===== config.mk =====
export PLATFORM = sky130hd
export DESIGN_NAME = hex_display_scanner
export DESIGN_NICKNAME = d
export VERILOG_FILES = /design/src/rtl/hex_display_scanner.sv
export SDC_FILE = /design/constraint.sdc
export NUM_CORES = 1
export LEC_CHECK = 0
export ABC_AREA = 1
export BUFFER_PORTS_ARGS = -buffer_cell sky130_fd_sc_hd__buf_2
export CAP_MARGIN = 20
export CORE_MARGIN = 2
export CORE_UTILIZATION = 58
export CTS_CLUSTER_DIAMETER = 60
export CTS_CLUSTER_SIZE = 25
export DETAILED_ROUTE_END_ITERATION = 16
export PLACE_DENSITY = 0.79
export SLEW_MARGIN = 15
export SYNTH_ARGS = -nofsm -noshare
export SYNTH_HDL_FRONTEND = slang
export SYNTH_SLANG_ARGS = --single-unit

===== constraint.sdc =====
create_clock -name clk -period 1.86 [get_ports clk]
set_input_delay 0.372 -clock clk [delete_from_list [all_inputs] [get_ports clk]]
set_output_delay 0.372 -clock clk [all_outputs]
set_load 0.01 [all_outputs]

===== src/rtl/hex_display_scanner.sv =====
// hex_display_scanner
//   Drives a multiplexed hex display one digit at a time. A debug word is
//   captured into a shadow register and copied to the display register only
//   at a frame boundary, so one scan frame never mixes two values.
//
// Ports
//   clk          system clock
//   reset        synchronous, active-high reset
//   value_in     word to display (4*NUM_DIGITS bits)
//   value_load   capture value_in this cycle
//   display_en   0 = all digits dark; scanning, loads and frame_done continue
//   digit_data   nibble for the currently enabled digit (to the 7-seg decoder)
//   digit_sel_n  active-low digit enables, at most one bit low
//   frame_done   one-cycle pulse after the scan wraps from the last digit to 0
module hex_display_scanner #(
  parameter int NUM_DIGITS          = 8,
  parameter int REFRESH_DIV         = 50000,
  parameter int BLANK_LEADING_ZEROS = 1
) (
  input  logic                    clk,
  input  logic                    reset,
  input  logic [4*NUM_DIGITS-1:0] value_in,
  input  logic                    value_load,
  input  logic                    display_en,
  output logic [3:0]              digit_data,
  output logic [NUM_DIGITS-1:0]   digit_sel_n,
  output logic                    frame_done
);

  localparam int VAL_W = 4 * NUM_DIGITS;
  localparam int IDX_W = (NUM_DIGITS > 1) ? $clog2(NUM_DIGITS) : 1;
  localparam int CNT_W = (REFRESH_DIV > 1) ? $clog2(REFRESH_DIV) : 1;

  localparam logic [CNT_W-1:0] DIV_LAST = CNT_W'(REFRESH_DIV - 1);
  localparam logic [IDX_W-1:0] IDX_LAST = IDX_W'(NUM_DIGITS - 1);

  logic [CNT_W-1:0]      div_cnt_q,     div_cnt_d;
  logic [IDX_W-1:0]      digit_idx_q,   digit_idx_d;
  logic [VAL_W-1:0]      shadow_q,      shadow_d;
  logic [VAL_W-1:0]      disp_q,        disp_d;
  logic                  pending_q,     pending_d;
  logic [3:0]            digit_data_q,  digit_data_d;
  logic [NUM_DIGITS-1:0] digit_sel_n_q, digit_sel_n_d;
  logic                  frame_done_q,  frame_done_d;

  logic                  step;
  logic                  boundary;
  logic [VAL_W-1:0]      upper_nibbles;
  logic                  zero_blank;
  logic                  digit_lit;

  always_comb begin
    step     = (div_cnt_q == DIV_LAST);
    boundary = step && (digit_idx_q == IDX_LAST);

    // Divider and digit scan
    div_cnt_d   = step ? '0 : div_cnt_q + 1'b1;
    digit_idx_d = digit_idx_q;
    if (step) begin
      digit_idx_d = (digit_idx_q == IDX_LAST) ? '0 : digit_idx_q + 1'b1;
    end

    // Shadow / display transfer. A load on the boundary cycle goes straight
    // to the display so the newest value wins and nothing stays pending.
    shadow_d  = value_load ? value_in : shadow_q;
    disp_d    = disp_q;
    pending_d = pending_q;
    if (boundary) begin
      if (value_load) begin
        disp_d = value_in;
      end else if (pending_q) begin
        disp_d = shadow_q;
      end
      pending_d = 1'b0;
    end else if (value_load) begin
      pending_d = 1'b1;
    end

    // Nibbles digit_idx..NUM_DIGITS-1; the low nibble is the current digit.
    upper_nibbles = disp_q >> {digit_idx_q, 2'b00};

    // Digit 0 is never zero-blanked so a zero value still shows one "0".
    zero_blank = (BLANK_LEADING_ZEROS != 0) && (digit_idx_q != '0) &&
                 (upper_nibbles == '0);
    digit_lit  = display_en && !zero_blank;

    // Output registers are computed from the current index, so they trail
    // the internal scan state by one cycle.
    digit_data_d  = upper_nibbles[3:0];
    digit_sel_n_d = digit_lit ? ~(NUM_DIGITS'(1) << digit_idx_q) : '1;
    frame_done_d  = boundary;
  end

  always_ff @(posedge clk) begin
    if (reset) begin
      div_cnt_q     <= '0;
      digit_idx_q   <= '0;
      shadow_q      <= '0;
      disp_q        <= '0;
      pending_q     <= 1'b0;
      digit_data_q  <= '0;
      digit_sel_n_q <= '1;
      frame_done_q  <= 1'b0;
    end else begin
      div_cnt_q     <= div_cnt_d;
      digit_idx_q   <= digit_idx_d;
      shadow_q      <= shadow_d;
      disp_q        <= disp_d;
      pending_q     <= pending_d;
      digit_data_q  <= digit_data_d;
      digit_sel_n_q <= digit_sel_n_d;
      frame_done_q  <= frame_done_d;
    end
  end

  assign digit_data  = digit_data_q;
  assign digit_sel_n = digit_sel_n_q;
  assign frame_done  = frame_done_q;

endmodule


==> results of run 1 <==
[power by group through the flow]
stage	combinational [mW]	sequential, mW	clock, mW
2_1_floorplan	0.140	2.18	0
3_3_place_gp	0.208	2.18	0
3_5_place_dp	0.216	2.19	0
4_1_cts	0.217	2.14	1.54
5_1_grt	0.244	2.15	1.63
6_report	0.219	2.14	1.53
[layout make-up]
cell class,instances,area [um^2],share of cell area [%]
multi-input cells,448,2150,41.7
flip-flops and latches,97,1950,37.7
repair buffers,73,544,10.5
inverters,43,164,3.17
clock buffers,11,151,2.93
well taps,99,124,2.40
clock inverters,5,77.6,1.50
[final timing paths]
path / to / depth (start not counted)
setup / recovery: disp_q[31] / 14
hold / removal: shadow_q[18] / 3
setup reg to reg: disp_q[31] / 14
hold reg to reg: div_cnt_q[0] / 1
[cell usage after synthesis, types with 2 or more instances]
cell      count
nand2_1     177
nor2_1      132
dfxtp_1      97
nand3_1      47
inv_1        36
mux2i_1      32
a21oi_1      17
o21ai_0      12
clkbuf_1     11
buf_2         8
ha_1          7
buf_6         6
nand4_1       6
clkinv_1      4
nor3_1        4
inv_2         3
nand3b_1      3
and2_1        2
nand2_2       2
[cells by family after synthesis]
| kind of cell | after synthesis | share of synthesized area, % |
|---|---|---|
| buf+inv | 69 | 7.27 |
| fa+ha+maj | 7 | 2.00 |
| compound gates | 32 | 3.95 |
| xor+xnor | 2 | 0.401 |
| flops | 97 | 44.4 |
| simple gates | 375 | 34.7 |
| mux | 32 | 7.32 |
[critical path, cell delays in order, from the launching register on]
cell       delay, ps
dfxtp_2          370
ha_4             140
nand2_2           50
inv_2             70
nand2_2           60
nor2_2            80
nand2_1           80
inv_2            120
nand2_4           70
a21oi_4          200
buf_6            160
clkbuf_16        150
nand2_2           50
nand2_1           70
nor2_1            40
[metrics by stage]
step	util [%]	setup TNS [ps]	instances	hold slack [ps]
finish	70.8	0	776	271
global route	70.8	-116	776	271
CTS	69.0	0	771	267
detailed placement	64.8	0	751	449
global placement	64.8	0	751	431
floorplan	-	0	614	418
[state kept, by name, indices dropped and copies added, names as in the netlist]
register / flops
shadow_q: 32
digit_sel_n: 8
digit_idx_q: 3
digit_data: 4
div_cnt_q: 16
frame_done: 1
pending_q: 1
disp_q: 32
[layer usage]
layer,share of wire [%],track usage [%]
met1,46,31.6
met2,46,37.6
met3,6.3,3.51
met4,1.7,8.96
met5,0,0
[what timing repair did]
action / 4_1_cts / 5_1_grt
endpoints found under the setup margin: 2 / 42
gates resized for setup: 3 / 20
pin swaps: 0 / 10
buffers inserted: 2 / 3
gates cloned: 2 / 3
==> run metrics, run 1 <==
Mean Syn Cell Area 7.12 um^2; worst slack at placement 12.1 ps; clk slew on worst S/H paths 90 ps; Worst Path Max Fanout 8; PwrDens 753 mW/mm^2; final period utilization 96.9%; Design Area, Final 0.00516 mm^2; depth of the CTS H-tree 3; GR Util All Layers 23.3%; Mapped Cells 614; # Max-Cap Violations 0; die area 0.00825 mm^2; vias in the first global route 3,592; largest net degree at the start of global routing 33; RePlAce Congestion 0.992; initial core utilization 60.0%; most frequent cells in the layout nand2_1, nor2_1, dfxtp_1, buf_2, nand3_1; CTS Buffer Depth 2; synthesis-to-finish area growth 18.0%; RSZ-0062 raised after global routing true; outcome finished, final reports clean; peak supply drop 0.708 mV; worst setup margin 56.8 ps; Setup Viol. Count Final 0; Fill cells 599; P_leak 2.35 nW; die width 90.8 um; Switch Pwr 0.845 mW; Nets 715; dpl cell area 0.00473 mm^2; Least-Margin Pin Slew 434 ps; Avg Vias per Cell 5.20; Ys Warns 0; clk_skew 9.06 ps; Top Ports 49; Hold/Removal Path Class in2reg; hold_sp value_in[18]; GRT Residual Overflow 0; CTS Buf Count 9; Worst setup EP type flop; Post-Syn Nets 657; Internal 3.05 mW; Crit path required time 2120 ps; sequential share of power 55.0%; Site Rows 31; Seq/Total Area, Yosys 44.4%; PortBufs 48; Pwr Total 3.89 mW; Achievable Freq 0.555 GHz; die height 90.8 um; Arr. time, crit path 2060 ps; Root Driver clkbuf_8; ys async rst share 0%; R2R setup slack 60 ps; clock group share of total power 39.4%; later-pin clock latency in the skew report 360 ps; DR WL/cell 13.0 um; switching share of power 21.7%; first-pass iteration count of the detailed router 6; kind of critical path reg2reg; CTS tree yes; post-layout min period 1800 ps; final WL 10.1 mm; initial antenna violation count 0; synth top area cells dfxtp_1, nand2_1, nor2_1; share of layout cells above drive strength 1 16.1%; cell taking the most area after synthesis dfxtp_1; Routed Antenna Nets 0; Post-synth EDFFs 0; mapped cell area 0.00437 mm^2; final hold violations 0; n_diodes 0; routed vias 4,037; post-synthesis cell type count 27; DRC Markers 0; Core Area 0.00729 mm^2; post-synth top area share 44.4%; max-slew violations 0; Seq cells post-synth 97; Setup crit start kind flop; first-pass GRT wire length 15.8 mm; Main synth FF type dfxtp_1; CTS Hold Bufs 0; crit path from div_cnt_q[1]; initial DRC count 294; leading cell type in the layout, fill and taps excluded nand2_1; Comb pwr share 5.6%; post-DP HPWL 6.44 mm; normalized max-slew margin 71.0%; reg2reg start div_cnt_q[1]; number of clock sinks 97
(Power assumes the default switching activity.)
==> inputs of run 2 (changes only) <==
--- a/config.mk
+++ b/config.mk
@@ -9,11 +9,12 @@
 export BUFFER_PORTS_ARGS = -buffer_cell sky130_fd_sc_hd__buf_2
 export CAP_MARGIN = 20
 export CORE_MARGIN = 2
-export CORE_UTILIZATION = 58
+export CORE_UTILIZATION = 40
 export CTS_CLUSTER_DIAMETER = 60
 export CTS_CLUSTER_SIZE = 25
 export DETAILED_ROUTE_END_ITERATION = 16
-export PLACE_DENSITY = 0.79
+export HOLD_SLACK_MARGIN = 0.1
+export PLACE_DENSITY = 0.58
 export SLEW_MARGIN = 15
 export SYNTH_ARGS = -nofsm -noshare
 export SYNTH_HDL_FRONTEND = slang
==> run metrics, run 2 (same netlist as run 1, synthesis figures left out) <==
GR Util All Layers 17.6%; Setup crit start kind flop; Crit path buffers/inverters 4; max-slew violations 0; Root Driver clkbuf_8; RePlAce Congestion 0.854; outcome finished, final reports clean; CTS Buf Count 9; Routed Antenna Nets 0; DR WL/cell 12.4 um; largest net degree at the start of global routing 36; dpl cell area 0.00481 mm^2; Pwr Total 3.74 mW; depth of the CTS H-tree 3; CP max stage delay 380 ps; synthesis-to-finish area growth 19.6%; die width 109 um; n_diodes 0; post-layout min period 1750 ps; peak supply drop 0.385 mV; Setup Viol. Count Final 0; clk_skew 10.7 ps; Worst setup EP type flop; Setup crit end disp_q[27]; clk slew on worst S/H paths 90 ps; Top Registers disp_q: 32 flops, shadow_q: 32 flops, div_cnt_q: 16 flops; Fill cells 1,112; Design Area, Final 0.00523 mm^2; final hold violations 0; R2R cell count 14; number of clock sinks 97; first-pass iteration count of the detailed router 4; final WL 10.2 mm; Achievable Freq 0.571 GHz; Site Rows 38; crit path from div_cnt_q[0]; final period utilization 94.1%; most frequent cells in the layout nand2_1, nor2_1, dfxtp_1, buf_2, nand3_1; post-DP HPWL 6.79 mm; CTS tree yes; Final Util 48.7%; Arr. time, crit path 2030 ps; reg2reg start div_cnt_q[0]; PwrDens 714 mW/mm^2; reg2reg end disp_q[27]; Crit path required time 2130 ps; CTS Hold Bufs 0; Hold/Removal Path Class in2reg; later-pin clock latency in the skew report 370 ps; vias in the first global route 3,432; normalized max-slew margin 68.5%; die area 0.0118 mm^2; kind of critical path reg2reg; first-pass GRT wire length 16.2 mm; share of layout cells above drive strength 1 15.9%; DRC Markers 0; initial DRC count 193; CTS Buffer Depth 2; # Max-Cap Violations 0; CP max stage cell dfxtp_4; P_leak 2.34 nW; GRT Residual Overflow 0; Crit. path cell count 14; routed vias 3,824; initial antenna violation count 0; Least-Margin Pin Slew 471 ps; leading cell type in the layout, fill and taps excluded nand2_1; Worst Path Max Fanout 8; Top Ports 49; Avg Vias per Cell 4.64; R2R setup slack 110 ps; crit-path cells ha_4 > nand2_1 > inv_2 > nand2_2 > nor2_2 > nand2_2 > inv_2 > nand2_2 > a21oi_4 > buf_6 > clkbuf_16 > nand2_1 > nand2_1 > nor2_1; PortBufs 48; die height 109 um; CP delay by family, top simple AND/OR/NAND/NOR gates; Nets 722; initial core utilization 40.7%; Core Area 0.0107 mm^2
-- run 2: changes by cell type in the layout (fill, tap and decap cells not counted), sizes merged --
cell / before / now
bufinv: 2 / 1
clkinvlp: 1 / 2
buf: 70 / 77
-- run 2: how the worst min path moves through the flow --
| stage | from | endpoint | slack, ps | cells after the start |
|---|---|---|---|---|
| 5_1_grt | value_in[24] | shadow_q[24] | 270 | 3 |
| 2_1_floorplan | div_cnt_q[0] | div_cnt_q[0] | 420 | 1 |
| 6_report | value_in[24] | shadow_q[24] | 260 | 3 |
| 3_3_place_gp | div_cnt_q[0] | div_cnt_q[0] | 430 | 1 |
| 4_1_cts | value_in[10] | shadow_q[10] | 260 | 3 |
| 3_5_place_dp | div_cnt_q[0] | div_cnt_q[0] | 460 | 1 |
-- run 2: area by class of cell --
class / count / area (um^2) / area share [%]
clock buffers: 11 / 141 / 2.70
inverters: 43 / 161 / 3.08
multi-input cells: 448 / 2130 / 40.8
clock inverters: 5 / 55.1 / 1.05
well taps: 140 / 175 / 3.35
flip-flops and latches: 97 / 1950 / 37.2
repair buffers: 80 / 617 / 11.8
-- run 2: per-stage QoR --
step / hold WS, ps / setup TNS (ps) / cells / setup WS [ps]
final: 265 / 0 / 824 / 109
after global routing: 266 / -51.5 / 824 / -27.1
after CTS: 257 / 0 / 816 / 34.9
after detailed placement: 457 / 0 / 796 / 19.1
after global placement: 431 / 0 / 796 / 112
after floorplan: 418 / 0 / 614 / 142
-- run 2: layer usage --
layer  vias to the layer above  share of wire, %  track usage, %  wire (um)
li1                       2056                 -               -          -
met1                      1687                51            25.5       5200
met2                        73                43            25.6       4430
met3                         8               4.0            4.04        412
met4                         0               1.4            5.59        140
met5                         -                 0               0          0
-- run 2: report_power, final --
group	total, mW	internal, mW	switching [mW]
combinational	0.222	0.0993	0.122
sequential	2.14	2.12	0.0165
clock	1.37	0.654	0.719
total	3.74	2.88	0.858
-- run 2: worst reg2reg max path: cells and delay by family (launching register included) --
kind,cells,cell delay [ps]
buffers and inverters,4,430
flip-flops,1,380
AND/OR/NAND/NOR,8,530
AO/OA/AOI/OAI,1,180
adder cells (fa/ha/maj),1,130
-- run 2: what timing repair did --
item	4_1_cts	5_1_grt
setup endpoints to repair	2	44
gates resized for setup	2	16
pin swaps	0	2
setup buffers	2	5
cloned	2	3
